[config.mk]
export PLATFORM = sky130hd
export DESIGN_NAME = isim_top_level
export DESIGN_NICKNAME = d
export VERILOG_FILES = /design/src/rtl/isim_pkg.sv /design/src/rtl/isim_top_level_lfsr16.sv /design/src/rtl/isim_top_level.sv
export SDC_FILE = /design/constraint.sdc
export NUM_CORES = 1
export LEC_CHECK = 0
export ABC_AREA = 1
export CAP_MARGIN = 20
export CORE_MARGIN = 1
export CORE_UTILIZATION = 30
export CTS_CLUSTER_DIAMETER = 80
export DETAILED_ROUTE_END_ITERATION = 10
export PLACE_DENSITY_LB_ADDON = 0.25
export REMOVE_ABC_BUFFERS = 1
export SLEW_MARGIN = 20
export SYNTH_ARGS = -nofsm -noshare
export SYNTH_HDL_FRONTEND = slang
export SYNTH_SLANG_ARGS = --single-unit
[constraint.sdc]
create_clock -name clk -period 4.2 [get_ports clk]
set_input_delay 0.84 -clock clk [delete_from_list [all_inputs] [get_ports clk]]
set_output_delay 0.84 -clock clk [all_outputs]
set_load 0.03 [all_outputs]
[src/rtl/isim_pkg.sv]
// Shared definitions for the ISim self-running simulation top.
//  - state_t      : run FSM encoding (IDLE/RUN/DONE, 2 bits, value 3 unused)
//  - LFSR_SEED_DEFAULT : default non-zero LFSR reset value
//  - LFSR_TAP_*   : feedback tap bit positions for x^16+x^14+x^13+x^11+1
//  - lfsr16_step  : one Fibonacci shift of the 16-bit LFSR
package isim_pkg;

    typedef enum logic [1:0] {
        ST_IDLE = 2'd0,
        ST_RUN  = 2'd1,
        ST_DONE = 2'd2
    } state_t;

    localparam logic [15:0] LFSR_SEED_DEFAULT = 16'hACE1;

    // Polynomial exponents 16,14,13,11 map to state bits 15,13,12,10.
    localparam int LFSR_TAP_A = 15;
    localparam int LFSR_TAP_B = 13;
    localparam int LFSR_TAP_C = 12;
    localparam int LFSR_TAP_D = 10;

    function automatic logic [15:0] lfsr16_step(input logic [15:0] l);
        logic fb;
        fb = l[LFSR_TAP_A] ^ l[LFSR_TAP_B] ^ l[LFSR_TAP_C] ^ l[LFSR_TAP_D];
        return {l[14:0], fb};
    endfunction

endpackage

[src/rtl/isim_top_level_lfsr16.sv]
// 16-bit Fibonacci LFSR that steps on every clock.
// Ports:
//  clk   in  1   rising-edge clock
//  reset in  1   asynchronous active-high reset, loads SEED
//  q     out 16  current LFSR state
module lfsr16
    import isim_pkg::*;
#(
    parameter logic [15:0] SEED = LFSR_SEED_DEFAULT
) (
    input  logic        clk,
    input  logic        reset,
    output logic [15:0] q
);

    logic [15:0] lfsr_reg;
    logic [15:0] lfsr_next;

    always_comb begin
        lfsr_next = lfsr16_step(lfsr_reg);
    end

    always_ff @(posedge clk or posedge reset) begin
        if (reset) begin
            lfsr_reg <= SEED;
        end else begin
            lfsr_reg <= lfsr_next;
        end
    end

    assign q = lfsr_reg;

endmodule

[src/rtl/isim_top_level.sv]
// Self-contained simulation top: free-running counter, 16-bit LFSR,
// heartbeat toggle and a one-shot run FSM that sums LFSR values for a
// fixed window and then stays in DONE until reset.
// Ports:
//  clk       in  1      rising-edge clock
//  reset     in  1      asynchronous active-high reset
//  count     out CNT_W  free-running cycle counter
//  lfsr      out 16     LFSR state
//  heartbeat out 1      toggles every HB_DIV clocks
//  state     out 2      0 IDLE, 1 RUN, 2 DONE
//  checksum  out 16     wrap-around sum of LFSR values seen in RUN
//  done      out 1      high while in DONE
module isim_top_level
    import isim_pkg::*;
#(
    parameter int          CNT_W      = 8,
    parameter logic [15:0] LFSR_SEED  = LFSR_SEED_DEFAULT,
    parameter int          HB_DIV     = 4,
    parameter int          RUN_CYCLES = 16
) (
    input  logic             clk,
    input  logic             reset,
    output logic [CNT_W-1:0] count,
    output logic [15:0]      lfsr,
    output logic             heartbeat,
    output logic [1:0]       state,
    output logic [15:0]      checksum,
    output logic             done
);

    localparam int HB_W = $clog2(HB_DIV + 1);
    localparam int RC_W = $clog2(RUN_CYCLES + 1);
    localparam logic [HB_W-1:0] HB_LAST  = HB_W'(HB_DIV - 1);
    localparam logic [RC_W-1:0] RUN_LAST = RC_W'(RUN_CYCLES - 1);

    logic [CNT_W-1:0] count_reg;
    logic [HB_W-1:0]  hb_cnt_reg;
    logic             heartbeat_reg;
    logic [15:0]      lfsr_q;

    state_t           state_reg;
    state_t           state_next;
    logic [RC_W-1:0]  run_cnt_reg;
    logic [RC_W-1:0]  run_cnt_next;
    logic [15:0]      checksum_reg;
    logic [15:0]      checksum_next;
    logic             done_reg;
    logic             done_next;

    lfsr16 #(
        .SEED (LFSR_SEED)
    ) u_lfsr (
        .clk   (clk),
        .reset (reset),
        .q     (lfsr_q)
    );

    // Counter and heartbeat run independently of the FSM.
    always_ff @(posedge clk or posedge reset) begin
        if (reset) begin
            count_reg     <= '0;
            hb_cnt_reg    <= '0;
            heartbeat_reg <= 1'b0;
        end else begin
            count_reg <= count_reg + 1'b1;
            if (hb_cnt_reg == HB_LAST) begin
                hb_cnt_reg    <= '0;
                heartbeat_reg <= ~heartbeat_reg;
            end else begin
                hb_cnt_reg <= hb_cnt_reg + 1'b1;
            end
        end
    end

    // FSM state register (also holds the FSM-owned datapath registers).
    always_ff @(posedge clk or posedge reset) begin
        if (reset) begin
            state_reg    <= ST_IDLE;
            run_cnt_reg  <= '0;
            checksum_reg <= '0;
            done_reg     <= 1'b0;
        end else begin
            state_reg    <= state_next;
            run_cnt_reg  <= run_cnt_next;
            checksum_reg <= checksum_next;
            done_reg     <= done_next;
        end
    end

    // FSM next-state logic.
    always_comb begin
        state_next = state_reg;
        case (state_reg)
            ST_IDLE: state_next = ST_RUN;
            ST_RUN: begin
                if (run_cnt_reg == RUN_LAST) begin
                    state_next = ST_DONE;
                end
            end
            ST_DONE: state_next = ST_DONE;
            default: state_next = ST_IDLE;
        endcase
    end

    // FSM outputs. done is registered from state_next so it tracks
    // state==DONE on the same edge with no extra latency.
    always_comb begin
        run_cnt_next  = run_cnt_reg;
        checksum_next = checksum_reg;
        done_next     = (state_next == ST_DONE);
        if (state_reg == ST_RUN) begin
            // Accumulate the pre-step LFSR value; the final RUN cycle
            // still contributes before moving to DONE.
            checksum_next = checksum_reg + lfsr_q;
            run_cnt_next  = run_cnt_reg + 1'b1;
        end
    end

    assign count     = count_reg;
    assign lfsr      = lfsr_q;
    assign heartbeat = heartbeat_reg;
    assign state     = state_reg;
    assign checksum  = checksum_reg;
    assign done      = done_reg;

endmodule

==> impl_metrics.json, run 1 <==
{
  "status": "completed",
  "ios": 46,
  "syn_inst": 340,
  "p_seq_share_pct": 61.6,
  "via_per_inst": 4.41,
  "maxCapViolCount": 0,
  "synth_cell_type_count": 28,
  "fin_cells": 486,
  "antenna_found_initial": 0,
  "slew_violations": 0,
  "path_max_fanout": 4,
  "p_clk_share_pct": 37.1,
  "syn_area_per_cell_um2": 8.31,
  "hold_violations": 0,
  "muxShareOfSynthArea_pct": 0,
  "rrSetupSlack_ns": 2.32,
  "grt_pass1_wl_um": 9660,
  "htreeDepth": 2,
  "synth_top_family_by_area": "simple AND/OR/NAND/NOR gates",
  "yosysSeqAreaShare_pct": 46.4,
  "synth_top_cell_area_share_pct": 39.0,
  "numPortBuffers": 45,
  "dpl.hpwl_um": 4100,
  "diodes": 0,
  "p_int_mw": 0.636,
  "drt_first_pass_iters": 4,
  "yosys.area_share.simple_pct": 26.2,
  "synth_area_mm2": 0.00282,
  "insertion_delay_ns": 0.30,
  "ant_nets": 0,
  "start_util_pct": 30.7,
  "crit_type": "reg -> out",
  "start_kind": "flop",
  "r2r-start": "checksum[0]",
  "synth_ff_type": "dfrtp_1",
  "setup_viol": 0,
  "dieWidth_um": 99.0,
  "num_vias": 2142,
  "ir_drop_v": 0.000127,
  "clk_pin_slew_ns": 0.10,
  "core_area_mm2": 0.00920,
  "critical-path-top-delay-family": "buffers and inverters",
  "layout_setup_ws_ns": 1.80,
  "tns_ns": 0,
  "root_buffer": "clkbuf_8",
  "end_kind": "output port",
  "finalCritPeriodShare_pct": 57.1,
  "yosys.area.top_type": "dfrtp_1",
  "drive_gt1_share_pct": 7.20,
  "fmax_mhz": 417,
  "cp.depth": 1,
  "min_path_type": "reg -> reg",
  "clock_path_buffers": 2,
  "setup.worst_path.start": "u_lfsr.q[10]",
  "p_sw_mw": 0.176,
  "cts_hold_buf": 0,
  "cts_made_buffers": 5,
  "leakage_nw": 1.81,
  "gp_congestion": 0.813,
  "ys_seq_elements": 52,
  "grt_pass1_vias": 2127,
  "postCtsSetupRepairBufs": 0,
  "p_per_area_mw_per_mm2": 241,
  "cp.buffers_inverters": 1,
  "synthAdderAreaFrac_pct": 9.13,
  "synth_xor_xnor_area_share_pct": 4.65,
  "placed_cells": 478,
  "r2r-end": "checksum[10]",
  "synth_area_leaders": "dfrtp_1, nand2_1, ha_1",
  "critPathArrivalTime_ns": 1.56,
  "fin_worst_skew_ns": 0.00442,
  "drt_wl_total_um": 5620,
  "tightest_slew_ns": 0.880,
  "avgRoutedWirePerCell_um": 11.6,
  "final_nets": 396,
  "pre_cts_ws_ns": 2.01,
  "drt_iter0_drc": 96,
  "gr-usage-all-layers_pct": 12.3,
  "path_cells": "clkdlybuf4s50_1",
  "synth_edf_count": 0,
  "globalRoute.totalOverflow": 0,
  "cts_tree": "yes",
  "die_h_um": 99.0,
  "cts.sinks": 52,
  "synthToLayoutAreaGrowth_pct": 19.5,
  "num_rows": 35,
  "crit_path_end": "lfsr[10]",
  "p_comb_share_pct": 1.3,
  "synth_compound_area_share_pct": 2.66,
  "period_needed_ns": 2.40,
  "grt_max_degree": 53,
  "slowest_stage": "clkdlybuf4s50_1",
  "cpPeakStageDelay_ns": 0.68,
  "slew_headroom_pct": 41.3,
  "cts_resized": 0,
  "synthArstFlopShare_pct": 100,
  "die_area_mm2": 0.00980,
  "yosysWarnings": 0,
  "cp.required_ns": 3.36,
  "p_sw_share_pct": 21.7,
  "drc": 0,
  "rsz0062_at_grt": "false",
  "n_fill_cell": 989,
  "reg2regPathDepth": 10
}
-- power by group through the flow --
stage               Clock, mW  Combinational [mW]  Sequential [mW]
finish                  0.301              0.0103            0.501
detailed placement          0              0.0112            0.510
global placement            0              0.0111            0.510
floorplan                   0             0.00726            0.510
CTS                     0.313              0.0112            0.501
global route            0.337              0.0125            0.501
-- final cells by class --
type                       instances  area (um2)  area share [%]
clock buffer                       7        86.3            2.56
tap                              111         139            4.12
sequential                        52        1310            38.9
multi-input combinational        225        1200            35.7
clock inverter                     1        7.51           0.222
inverter                          45         175            5.19
timing repair buffer              45         450            13.3
-- layer usage --
metal / routed length [um] / GRT usage [%]
met1: 2690 / 15.5
met2: 2630 / 21.0
met3: 258 / 3.33
met4: 40 / 2.76
met5: 0 / 0
-- metrics by stage --
stage	hold WS [ns]	cell area [um2]	utilization [%]	total power, mW
after floorplan	0.406	2690	-	0.517
after global placement	0.368	3280	35.7	0.521
after detailed placement	0.367	3280	35.7	0.521
after CTS	0.378	3370	36.7	0.825
after global routing	0.390	3370	36.7	0.850
final	0.377	3370	36.7	0.812
-- cell families after synthesis --
kind of cell | count (synthesis)
compound gates | 15
flops | 52
buf+inv | 63
fa+ha+maj | 20
simple gates | 175
xor+xnor | 15
-- layout by cell type, fill, tap and decap left out, drive strengths merged, types with 2 or more instances in the layout --
master,count
o21ai,5
nand2,120
nand3,22
or2,5
clkinv,2
and2,2
nand3b,3
inv,43
nor3,4
clkdlybuf4s50,45
ha,19
nand4,2
nor2,16
dfrtp,44
dfstp,8
xor2,7
clkbuf,7
a21oi,10
xnor2,8
-- worst min path at each step --
| stage | startpoint | endpoint | slack, ns | cells past startpoint |
|---|---|---|---|---|
| 4_1_cts | u_lfsr.q[6] | u_lfsr.q[7] | 0.38 | 0 |
| 6_report | u_lfsr.q[6] | u_lfsr.q[7] | 0.38 | 0 |
| 3_3_place_gp | u_lfsr.q[6] | u_lfsr.q[7] | 0.37 | 0 |
| 2_1_floorplan | hb_cnt_reg[0] | hb_cnt_reg[0] | 0.41 | 1 |
| 3_5_place_dp | u_lfsr.q[6] | u_lfsr.q[7] | 0.37 | 0 |
| 5_1_grt | u_lfsr.q[6] | u_lfsr.q[7] | 0.39 | 0 |
-- synth_stat cells (2+ instances only) --
master,instances
ha_1,19
nand3b_1,3
nand2_2,3
a21oi_1,10
xnor2_1,8
inv_1,39
inv_2,5
nor3_1,4
dfrtp_1,44
nand2_1,117
dfstp_2,8
nor2_1,16
or2_1,4
xor2_1,7
nand4_1,2
o21ai_0,3
nand3_1,21
buf_2,2
buf_4,15
o21ai_1,2
Power figures use the tool's default switching activity.
==> run 2, diff against run 1 <==
- clock period: 4.2 -> 2.1 ns (I/O delays scaled with it)
==> run 2 against run 1 <==
  * Via count grew 0.89%
  * Largest power group unchanged
  * Cell count grew 0.41%
  * Clock skew grew 0.0018 ns
==> impl_metrics.json, run 2 (synthesized netlist as in run 1, its figures left out) <==
{
  "core_area_mm2": 0.00920,
  "fmax_mhz": 504,
  "slew_violations": 0,
  "avgRoutedWirePerCell_um": 11.7,
  "slew_headroom_pct": 77.2,
  "cts_resized": 0,
  "min_to": "u_lfsr.q[6]",
  "hold_start": "u_lfsr.q[5]",
  "dpl.hpwl_um": 4280,
  "reg2regPathDepth": 9,
  "antenna_found_initial": 0,
  "r2r-start": "checksum[0]",
  "grt_max_degree": 53,
  "cp.required_ns": 1.68,
  "drt_iter0_drc": 85,
  "clk_pin_slew_ns": 0.10,
  "period_needed_ns": 1.99,
  "drt_wl_total_um": 5730,
  "gr-usage-all-layers_pct": 12.9,
  "tightest_slew_ns": 0.341,
  "final_nets": 398,
  "ant_nets": 0,
  "grt.met3_usage_pct": 3.76,
  "finalPower_mw": 1.60,
  "num_vias": 2161,
  "min_path_type": "reg -> reg",
  "path_max_fanout": 4,
  "crit_type": "reg -> out",
  "die_area_mm2": 0.00980,
  "die_h_um": 99.0,
  "dieWidth_um": 99.0,
  "rrSetupSlack_ns": 0.33,
  "layout_common_cells": "nand2_1, clkdlybuf4s50_1, dfrtp_1",
  "cts_hold_buf": 0,
  "critical-path-top-delay-family": "buffers and inverters",
  "r2r-end": "checksum[6]",
  "setup_viol": 0,
  "maxCapViolCount": 0,
  "root_buffer": "clkbuf_8",
  "synthToLayoutAreaGrowth_pct": 20.2,
  "hold_path_depth": 0,
  "p_per_area_mw_per_mm2": 472,
  "fin_worst_skew_ns": 0.00624,
  "path_cells": "clkdlybuf4s50_1",
  "numPortBuffers": 45,
  "use_met1_pct": 16.4,
  "slowest_stage": "clkdlybuf4s50_1",
  "tns_ns": 0,
  "insertion_delay_ns": 0.31,
  "fin_cells": 488,
  "postCtsSetupRepairBufs": 0,
  "cpPeakStageDelay_ns": 0.68,
  "holdWs_ns": 0.381,
  "busiest_layer": "met2",
  "ios": 46,
  "leakage_nw": 1.82,
  "layout_setup_ws_ns": 0.114,
  "clock_path_buffers": 2,
  "grt_pass1_wl_um": 10000,
  "utilization_pct": 36.9,
  "rsz0062_at_grt": "false",
  "ir_drop_v": 0.000289,
  "cp.buffers_inverters": 1,
  "htreeDepth": 2,
  "num_rows": 35,
  "end_kind": "output port",
  "n_fill_cell": 952,
  "start_kind": "flop",
  "diodes": 0,
  "status": "completed",
  "final_common_cell": "nand2_1",
  "globalRoute.totalOverflow": 0,
  "drt_first_pass_iters": 4,
  "drive_gt1_share_pct": 7.69,
  "use_met2_pct": 21.0,
  "cts.sinks": 52,
  "grt_pass1_vias": 2207,
  "via_per_inst": 4.43,
  "drc": 0,
  "pre_cts_ws_ns": 0.335,
  "fin_area_mm2": 0.00340,
  "place_area_mm2": 0.00331,
  "hold_violations": 0,
  "start_util_pct": 30.7,
  "placed_cells": 480,
  "critPathArrivalTime_ns": 1.57,
  "cts_tree": "yes",
  "cts_made_buffers": 5,
  "finalCritPeriodShare_pct": 94.6,
  "gp_congestion": 0.789
}
[run 2: cell types whose count changed in the layout (fill, tap and decap cells not counted), sizes merged]
cell / change
buf: +2
clkbuf: -1
inv: +1
[run 2: final cells by class]
class	count	area, um2	area share, %
Tap cell	111	139	4.09
Sequential cell	52	1310	38.6
Clock buffer	6	72.6	2.14
Timing Repair Buffer	47	478	14.1
Clock inverter	2	16.3	0.479
Multi-Input combinational cell	225	1200	35.5
Inverter	45	174	5.12
[run 2: layer usage]
layer / up-vias / share of wire (%) / routed length [um]
met5: - / 0 / 0
li1: 1116 / - / -
met2: 38 / 46 / 2640
met1: 999 / 47 / 2690
met4: 0 / 1.4 / 81
met3: 8 / 5.5 / 318
[run 2: worst max-delay path by stage]
stage	slack, ns	endpoint	from	cells after the start
3_5_place_dp	0.34	checksum[6]	checksum[0]	9
5_1_grt	0.06	lfsr[10]	u_lfsr.q[10]	1
4_1_cts	0.09	lfsr[10]	u_lfsr.q[10]	1
3_3_place_gp	0.36	checksum[6]	checksum[0]	9
2_1_floorplan	0.27	checksum[6]	checksum[0]	9
6_report	0.11	lfsr[10]	u_lfsr.q[10]	1
[run 2: power by group]
group          switching, mW  internal (mW)
logic                 0.0196        0.00577
clock network          0.339          0.238
registers                  0           1.00
total                  0.358           1.24
